### config.mk
export PLATFORM = sky130hd
export DESIGN_NAME = piece_controller
export DESIGN_NICKNAME = d
export VERILOG_FILES = /design/src/rtl/tetris_pkg.sv /design/src/rtl/action_arbiter.sv /design/src/rtl/piece_controller.sv
export SDC_FILE = /design/constraint.sdc
export NUM_CORES = 1
export LEC_CHECK = 0
export BUFFER_PORTS_ARGS = -buffer_cell sky130_fd_sc_hd__buf_2
export CAP_MARGIN = 15
export CORE_MARGIN = 1.5
export CORE_UTILIZATION = 45
export CTS_CLUSTER_DIAMETER = 60
export DETAILED_ROUTE_END_ITERATION = 12
export MAX_ROUTING_LAYER = met4
export PLACE_DENSITY = 0.71
export SETUP_SLACK_MARGIN = 0.4
export SLEW_MARGIN = 30
export SYNTH_ARGS = -nofsm -noshare
export SYNTH_HDL_FRONTEND = slang
export SYNTH_SLANG_ARGS = --single-unit
export TNS_END_PERCENT = 100
### constraint.sdc
create_clock -name CLOCK_50 -period 2.3 [get_ports CLOCK_50]
set_input_delay 0.345 -clock CLOCK_50 [delete_from_list [all_inputs] [get_ports CLOCK_50]]
set_output_delay 0.345 -clock CLOCK_50 [all_outputs]
set_load 0.005 [all_outputs]
### src/rtl/tetris_pkg.sv
// Shared types and board constants for the falling-piece controller.
// Imported by the arbiter and the piece controller.
package tetris_pkg;

  localparam int BOARD_W = 10;
  localparam int BOARD_H = 20;
  localparam int SPAWN_X = 4;
  localparam int SPAWN_Y = 0;

  typedef enum logic [2:0] {
    IDLE,
    SPAWN_CHK,
    READY,
    CHECK,
    LOCK
  } state_e;

  typedef enum logic [1:0] {
    ACT_ROT,
    ACT_LEFT,
    ACT_RIGHT,
    ACT_GRAV
  } act_e;

endpackage

### src/rtl/action_arbiter.sv
// Pending-request flags, one per action source, with a fixed
// priority select (rot > left > right > gravity).
module action_arbiter
  import tetris_pkg::*;
(
  input  logic clk,
  input  logic rst_n,
  input  logic en,
  input  logic clr_all,
  input  logic rot_i,
  input  logic left_i,
  input  logic right_i,
  input  logic grav_i,
  input  logic sel_take,
  output logic act_valid,
  output act_e act_code
);

  logic [3:0] pend_q, pend_d;
  logic [3:0] req;
  logic [3:0] sel;

  assign req = {grav_i, right_i, left_i, rot_i};
  // isolate the lowest set bit: bit 0 is the highest priority
  assign sel = pend_q & ~(pend_q - 4'd1);
  assign act_valid = |pend_q;

  always_comb begin
    act_code = ACT_ROT;
    unique case (1'b1)
      sel[0]:  act_code = ACT_ROT;
      sel[1]:  act_code = ACT_LEFT;
      sel[2]:  act_code = ACT_RIGHT;
      sel[3]:  act_code = ACT_GRAV;
      default: act_code = ACT_ROT;
    endcase
  end

  always_comb begin
    pend_d = (pend_q | (req & {4{en}}))
           & ~(sel & {4{sel_take}});
    if (clr_all) pend_d = '0;
  end

  always_ff @(posedge clk or negedge rst_n) begin
    if (!rst_n) pend_q <= '0;
    else        pend_q <= pend_d;
  end

endmodule

### src/rtl/piece_controller.sv
// Active-piece owner: arbitrates move requests, validates them with
// the board checker via req/ack, then commits, rejects or locks.
module piece_controller
  import tetris_pkg::*;
#(
  parameter int BOARD_W = tetris_pkg::BOARD_W,
  parameter int BOARD_H = tetris_pkg::BOARD_H,
  parameter int SPAWN_X = tetris_pkg::SPAWN_X,
  parameter int SPAWN_Y = tetris_pkg::SPAWN_Y,
  parameter int X_W     = 4,
  parameter int Y_W     = 5
)(
  input  logic           CLOCK_50,
  input  logic           resetn,
  input  logic           left_final,
  input  logic           right_final,
  input  logic           rot_final,
  input  logic           tick_gravity,
  input  logic           spawn,
  input  logic [2:0]     piece_type,
  output logic           chk_req,
  output logic [X_W-1:0] chk_x,
  output logic [Y_W-1:0] chk_y,
  output logic [1:0]     chk_rot,
  output logic [2:0]     chk_type,
  input  logic           chk_ack,
  input  logic           chk_ok,
  output logic [X_W-1:0] piece_x,
  output logic [Y_W-1:0] piece_y,
  output logic [1:0]     piece_rot,
  output logic           piece_active,
  output logic           lock,
  output logic           spawn_fail,
  output logic           busy
);

  localparam logic [X_W-1:0] X_MAX = X_W'(BOARD_W - 1);
  localparam logic [Y_W-1:0] Y_MAX = Y_W'(BOARD_H - 1);
  localparam logic [X_W-1:0] X_SPN = X_W'(SPAWN_X);
  localparam logic [Y_W-1:0] Y_SPN = Y_W'(SPAWN_Y);

  state_e         state_q, state_d;
  act_e           act_q, act_d;
  logic [X_W-1:0] cx_q, cx_d, px_q, px_d;
  logic [Y_W-1:0] cy_q, cy_d, py_q, py_d;
  logic [1:0]     cr_q, cr_d, pr_q, pr_d;
  logic [2:0]     type_q, type_d;
  logic           act_on_q, act_on_d;
  logic           fail_q, fail_d;

  logic           sel_take;
  logic           act_valid;
  act_e           act_code;
  logic           arb_en;
  logic           arb_clr;

  assign arb_en  = (state_q == READY) || (state_q == CHECK)
                || (state_q == LOCK);
  assign arb_clr = (state_q == LOCK);

  action_arbiter u_arb (
    .clk       (CLOCK_50),
    .rst_n     (resetn),
    .en        (arb_en),
    .clr_all   (arb_clr),
    .rot_i     (rot_final),
    .left_i    (left_final),
    .right_i   (right_final),
    .grav_i    (tick_gravity),
    .sel_take  (sel_take),
    .act_valid (act_valid),
    .act_code  (act_code)
  );

  always_comb begin
    state_d  = state_q;
    act_d    = act_q;
    cx_d     = cx_q;
    cy_d     = cy_q;
    cr_d     = cr_q;
    px_d     = px_q;
    py_d     = py_q;
    pr_d     = pr_q;
    type_d   = type_q;
    act_on_d = act_on_q;
    fail_d   = 1'b0;
    sel_take = 1'b0;
    unique case (state_q)
      IDLE: begin
        if (spawn) begin
          type_d  = piece_type;
          cx_d    = X_SPN;
          cy_d    = Y_SPN;
          cr_d    = 2'd0;
          state_d = SPAWN_CHK;
        end
      end
      SPAWN_CHK: begin
        if (chk_ack) begin
          if (chk_ok) begin
            px_d     = cx_q;
            py_d     = cy_q;
            pr_d     = cr_q;
            act_on_d = 1'b1;
            state_d  = READY;
          end else begin
            fail_d  = 1'b1;
            state_d = IDLE;
          end
        end
      end
      READY: begin
        if (act_valid) begin
          sel_take = 1'b1;
          act_d    = act_code;
          cx_d     = px_q;
          cy_d     = py_q;
          cr_d     = pr_q;
          unique case (act_code)
            ACT_ROT: begin
              cr_d    = pr_q + 2'd1;
              state_d = CHECK;
            end
            ACT_LEFT: begin
              if (px_q != '0) begin
                cx_d    = px_q - 1'b1;
                state_d = CHECK;
              end
            end
            ACT_RIGHT: begin
              if (px_q != X_MAX) begin
                cx_d    = px_q + 1'b1;
                state_d = CHECK;
              end
            end
            ACT_GRAV: begin
              // already on the floor: no check needed, it lands
              if (py_q == Y_MAX) begin
                act_on_d = 1'b0;
                state_d  = LOCK;
              end else begin
                cy_d    = py_q + 1'b1;
                state_d = CHECK;
              end
            end
          endcase
        end
      end
      CHECK: begin
        if (chk_ack) begin
          if (chk_ok) begin
            px_d    = cx_q;
            py_d    = cy_q;
            pr_d    = cr_q;
            state_d = READY;
          end else if (act_q == ACT_GRAV) begin
            act_on_d = 1'b0;
            state_d  = LOCK;
          end else begin
            state_d = READY;
          end
        end
      end
      LOCK: begin
        state_d = IDLE;
      end
      default: begin
        state_d = IDLE;
      end
    endcase
  end

  always_ff @(posedge CLOCK_50 or negedge resetn) begin
    if (!resetn) begin
      state_q  <= IDLE;
      act_q    <= ACT_ROT;
      cx_q     <= '0;
      cy_q     <= '0;
      cr_q     <= '0;
      px_q     <= '0;
      py_q     <= '0;
      pr_q     <= '0;
      type_q   <= '0;
      act_on_q <= 1'b0;
      fail_q   <= 1'b0;
    end else begin
      state_q  <= state_d;
      act_q    <= act_d;
      cx_q     <= cx_d;
      cy_q     <= cy_d;
      cr_q     <= cr_d;
      px_q     <= px_d;
      py_q     <= py_d;
      pr_q     <= pr_d;
      type_q   <= type_d;
      act_on_q <= act_on_d;
      fail_q   <= fail_d;
    end
  end

  assign chk_req      = (state_q == SPAWN_CHK) || (state_q == CHECK);
  assign chk_x        = cx_q;
  assign chk_y        = cy_q;
  assign chk_rot      = cr_q;
  assign chk_type     = type_q;
  assign piece_x      = px_q;
  assign piece_y      = py_q;
  assign piece_rot    = pr_q;
  assign piece_active = act_on_q;
  assign lock         = (state_q == LOCK);
  assign spawn_fail   = fail_q;
  assign busy         = (state_q != IDLE) && (state_q != READY);

endmodule

==> flow_summary.yaml <==
clocking:
  numClockSinks: 36
  clkTransAtPathRegs_ns: 0.08
  cts_buffers: 5
  htree_num_levels: 2
  cts-root-buf: "clkbuf_8"
  cts_tree: "yes"
  clkLatencyLatePin_ns: 0.29
  clk_path_buf_depth: 2
final_layout:
  final_design_area_no_fill_sq_um: 2430
  drive_gt1_share_pct: 38.1
  fin_nets: 258
  multi_input_area_sq_um: 1050
  area_delta_synth_final_pct: 21.4
  regArea_sq_um: 903
  n_antenna_cell: 0
  fin_cells: 291
  fillCellCount: 386
drt:
  dr_wl_met2_mm: 1.95
  drt-met1-wl_mm: 1.94
  wl_per_cell_um: 14.3
  dr.max_layer_used: "met4"
  viasPerCell: 5.47
  antenna_left: 0
  drt_pass1_iterations: 4
  num_vias: 1591
  post-route-drc-count: 0
  wl_mm: 4.15
  drt_iter0_markers: 77
  dr_wl_met3_um: 180
critical_path:
  end_kind: "flip-flop"
  cp.arrival_ns: 2.04
  worstSetupPathType: "reg -> reg"
  start_kind: "flip-flop"
  crit_fanout: 6
  required_ns: 2.50
logic_synthesis:
  ys_warn_count: 0
  synth_edf_count: 0
  syn_area_sq_um: 2000
  ys.flop_type: "dfrtp_1"
  ys_ff_latch: 36
  synth.distinct_cells: 51
  synth_top_cell_by_area: "dfrtp_1"
  synth_most_common_cell: "dfrtp_1"
  synth_common_cells: "dfrtp_1, nand2_1, mux2_2, o21ai_0, inv_1"
  async_reset_ff_share_pct: 100
  avgSynthCellArea_sq_um: 10.4
  synth_area_leaders: "dfrtp_1, mux2_2, ha_1"
  syn-num-nets: 212
  yosysTopAreaCellShare_pct: 45.1
  netlist_instances: 192
  ys_seq_area_share_pct: 45.1
timing:
  setup_viol: 0
  tightest_slew_ns: 0.780
  relSlewSlack_pct: 48.0
  worst_clock_skew_ns: 0.0134
  hold_violations: 0
  fin_crit_ns: 1.83
  fin_setup_tns_ns: 0
  slew_violations: 0
  period_share_pct: 79.7
  rsz0062_at_grt: "true"
  max_freq_ghz: 0.545
floorplanning:
  die_area_sq_um: 4850
  coreArea_sq_um: 4320
  io_pins: 42
  die_w_um: 69.6
  die_y_um: 69.6
  num_rows: 24
  start_util_pct: 46.2
placed_design:
  dpl.cell_count: 279
  postPlaceCellArea_sq_um: 2220
  dpl.hpwl_mm: 2.94
  gp_congestion: 0.864
  port_buffers: 41
grt:
  antenna_found_initial: 0
  grt_first_pass_wirelength_mm: 6.62
  grt_overflow: 0
  track_usage_pct: 17.5
  grt_pass1_vias: 1458
  grt_max_degree: 37
min_path:
  min_path_type: "in -> async"
outcome:
  status: "finished, final reports clean"
run:
  drv_cap: 0
power_and_ir_drop:
  vdd_drop_max_mv: 0.567
  p_per_area_nw_per_um2: 1310
  p_leak_nw: 1.14
-- registers in the layout (all words and copies together), names as in the netlist --
signal        cells
piece_rot         2
chk_x             4
state_q           3
chk_rot           2
spawn_fail        1
piece_active      1
u_arb.pend_q      4
chk_type          3
piece_y           5
act_q             2
chk_y             5
piece_x           4
-- power breakdown --
part           switching (W)  internal (W)  total (W)
sequential          0.000260      0.000873    0.00113
clock               0.000231      0.000321   0.000552
combinational       0.000791      0.000712    0.00150
-- worst max-delay path, cell delays in order, from the launching register on --
cell and delay [ns]:
dfrtp_1 0.38, nor2b_2 0.17, o21ai_2 0.21, inv_1 0.10, ha_2 0.24, nand4bb_1 0.15, buf_4 0.14, a31oi_4 0.09
nor4b_2 0.27
-- layout make-up --
type	instances	share of cell area, %
clock inverter	3	1.75
sequential	36	37.2
clock buffer	5	2.84
inverter	11	1.70
timing repair buffer	48	10.6
multi-input combinational	136	43.2
tap	52	2.68
-- per-layer routing --
metal / up-vias / track usage (%)
met3: 10 / 3.49
met5: - / -
met2: 43 / 27.9
met4: 0 / 8.33
li1: 786 / -
met1: 752 / 21.3
-- kinds of logic (layout without fill, tap and decap cells) --
kind of cell             after synthesis  after routing  share of synthesized area, %
buffers and inverters                 20             67                          5.45
adder cells (fa/ha/maj)                8              8                          5.01
XOR/XNOR                               7              7                          3.07
AO/OA/AOI/OAI                         49             49                          16.4
multiplexers                          17             17                          9.46
flip-flops                            36             36                          45.1
AND/OR/NAND/NOR                       55             55                          15.5
-- metrics by stage --
step | hold slack [ns] | power (W) | utilization (%) | setup slack (ns)
2_1_floorplan | 0.0494 | 0.00212 | - | 0.436
3_3_place_gp | 0.469 | 0.00251 | 51.4 | 0.303
3_5_place_dp | 0.482 | 0.00252 | 51.4 | 0.217
4_1_cts | 0.172 | 0.00313 | 54.7 | 0.409
5_1_grt | 0.184 | 0.00343 | 56.1 | 0.366
6_report | 0.127 | 0.00319 | 56.1 | 0.466
-- worst paths after layout --
path / end / cells after the start / slack [ns] / start
worst max-delay path: state_q[2]$_DFFE_PN0P_ / 8 / 0.47 / u_arb.pend_q[3]$_DFF_PN0_
worst min-delay path: piece_y[1]$_DFFE_PN0P_ / 1 / 0.13 / resetn
worst max register to register: state_q[2]$_DFFE_PN0P_ / 8 / 0.47 / u_arb.pend_q[3]$_DFF_PN0_
worst min register to register: chk_y[0]$_DFFE_PN0P_ / 2 / 0.50 / chk_y[0]$_DFFE_PN0P_
max in group asynchronous: u_arb.pend_q[1]$_DFF_PN0_ / 1 / 1.62 / resetn
min in group CLOCK_50: spawn_fail$_DFF_PN0_ / 2 / 0.26 / chk_ok
-- cell usage in the layout (no fill, tap or decap), types with 3 or more instances in the layout --
master / n
o31ai_1: 3
nor3b_1: 5
xnor2_1: 3
nand2_1: 19
inv_1: 9
clkbuf_8: 5
mux2_2: 15
dfrtp_1: 34
ha_1: 5
nor2_1: 5
buf_2: 41
nor3_1: 4
o21ai_0: 11
buf_4: 7
nand3_1: 5
ha_2: 3
a21oi_1: 8
nand4_1: 3
xor2_1: 4
-- what timing repair did --
action | in CTS | in global routing
pin swaps | 1 | 5
setup buffers | 2 | 2
endpoints found under the setup margin | 7 | 9
resized for setup | 8 | 14
gates cloned | 0 | 0
hold buffers | 0 | 0
Power figures use the tool's default switching activity.
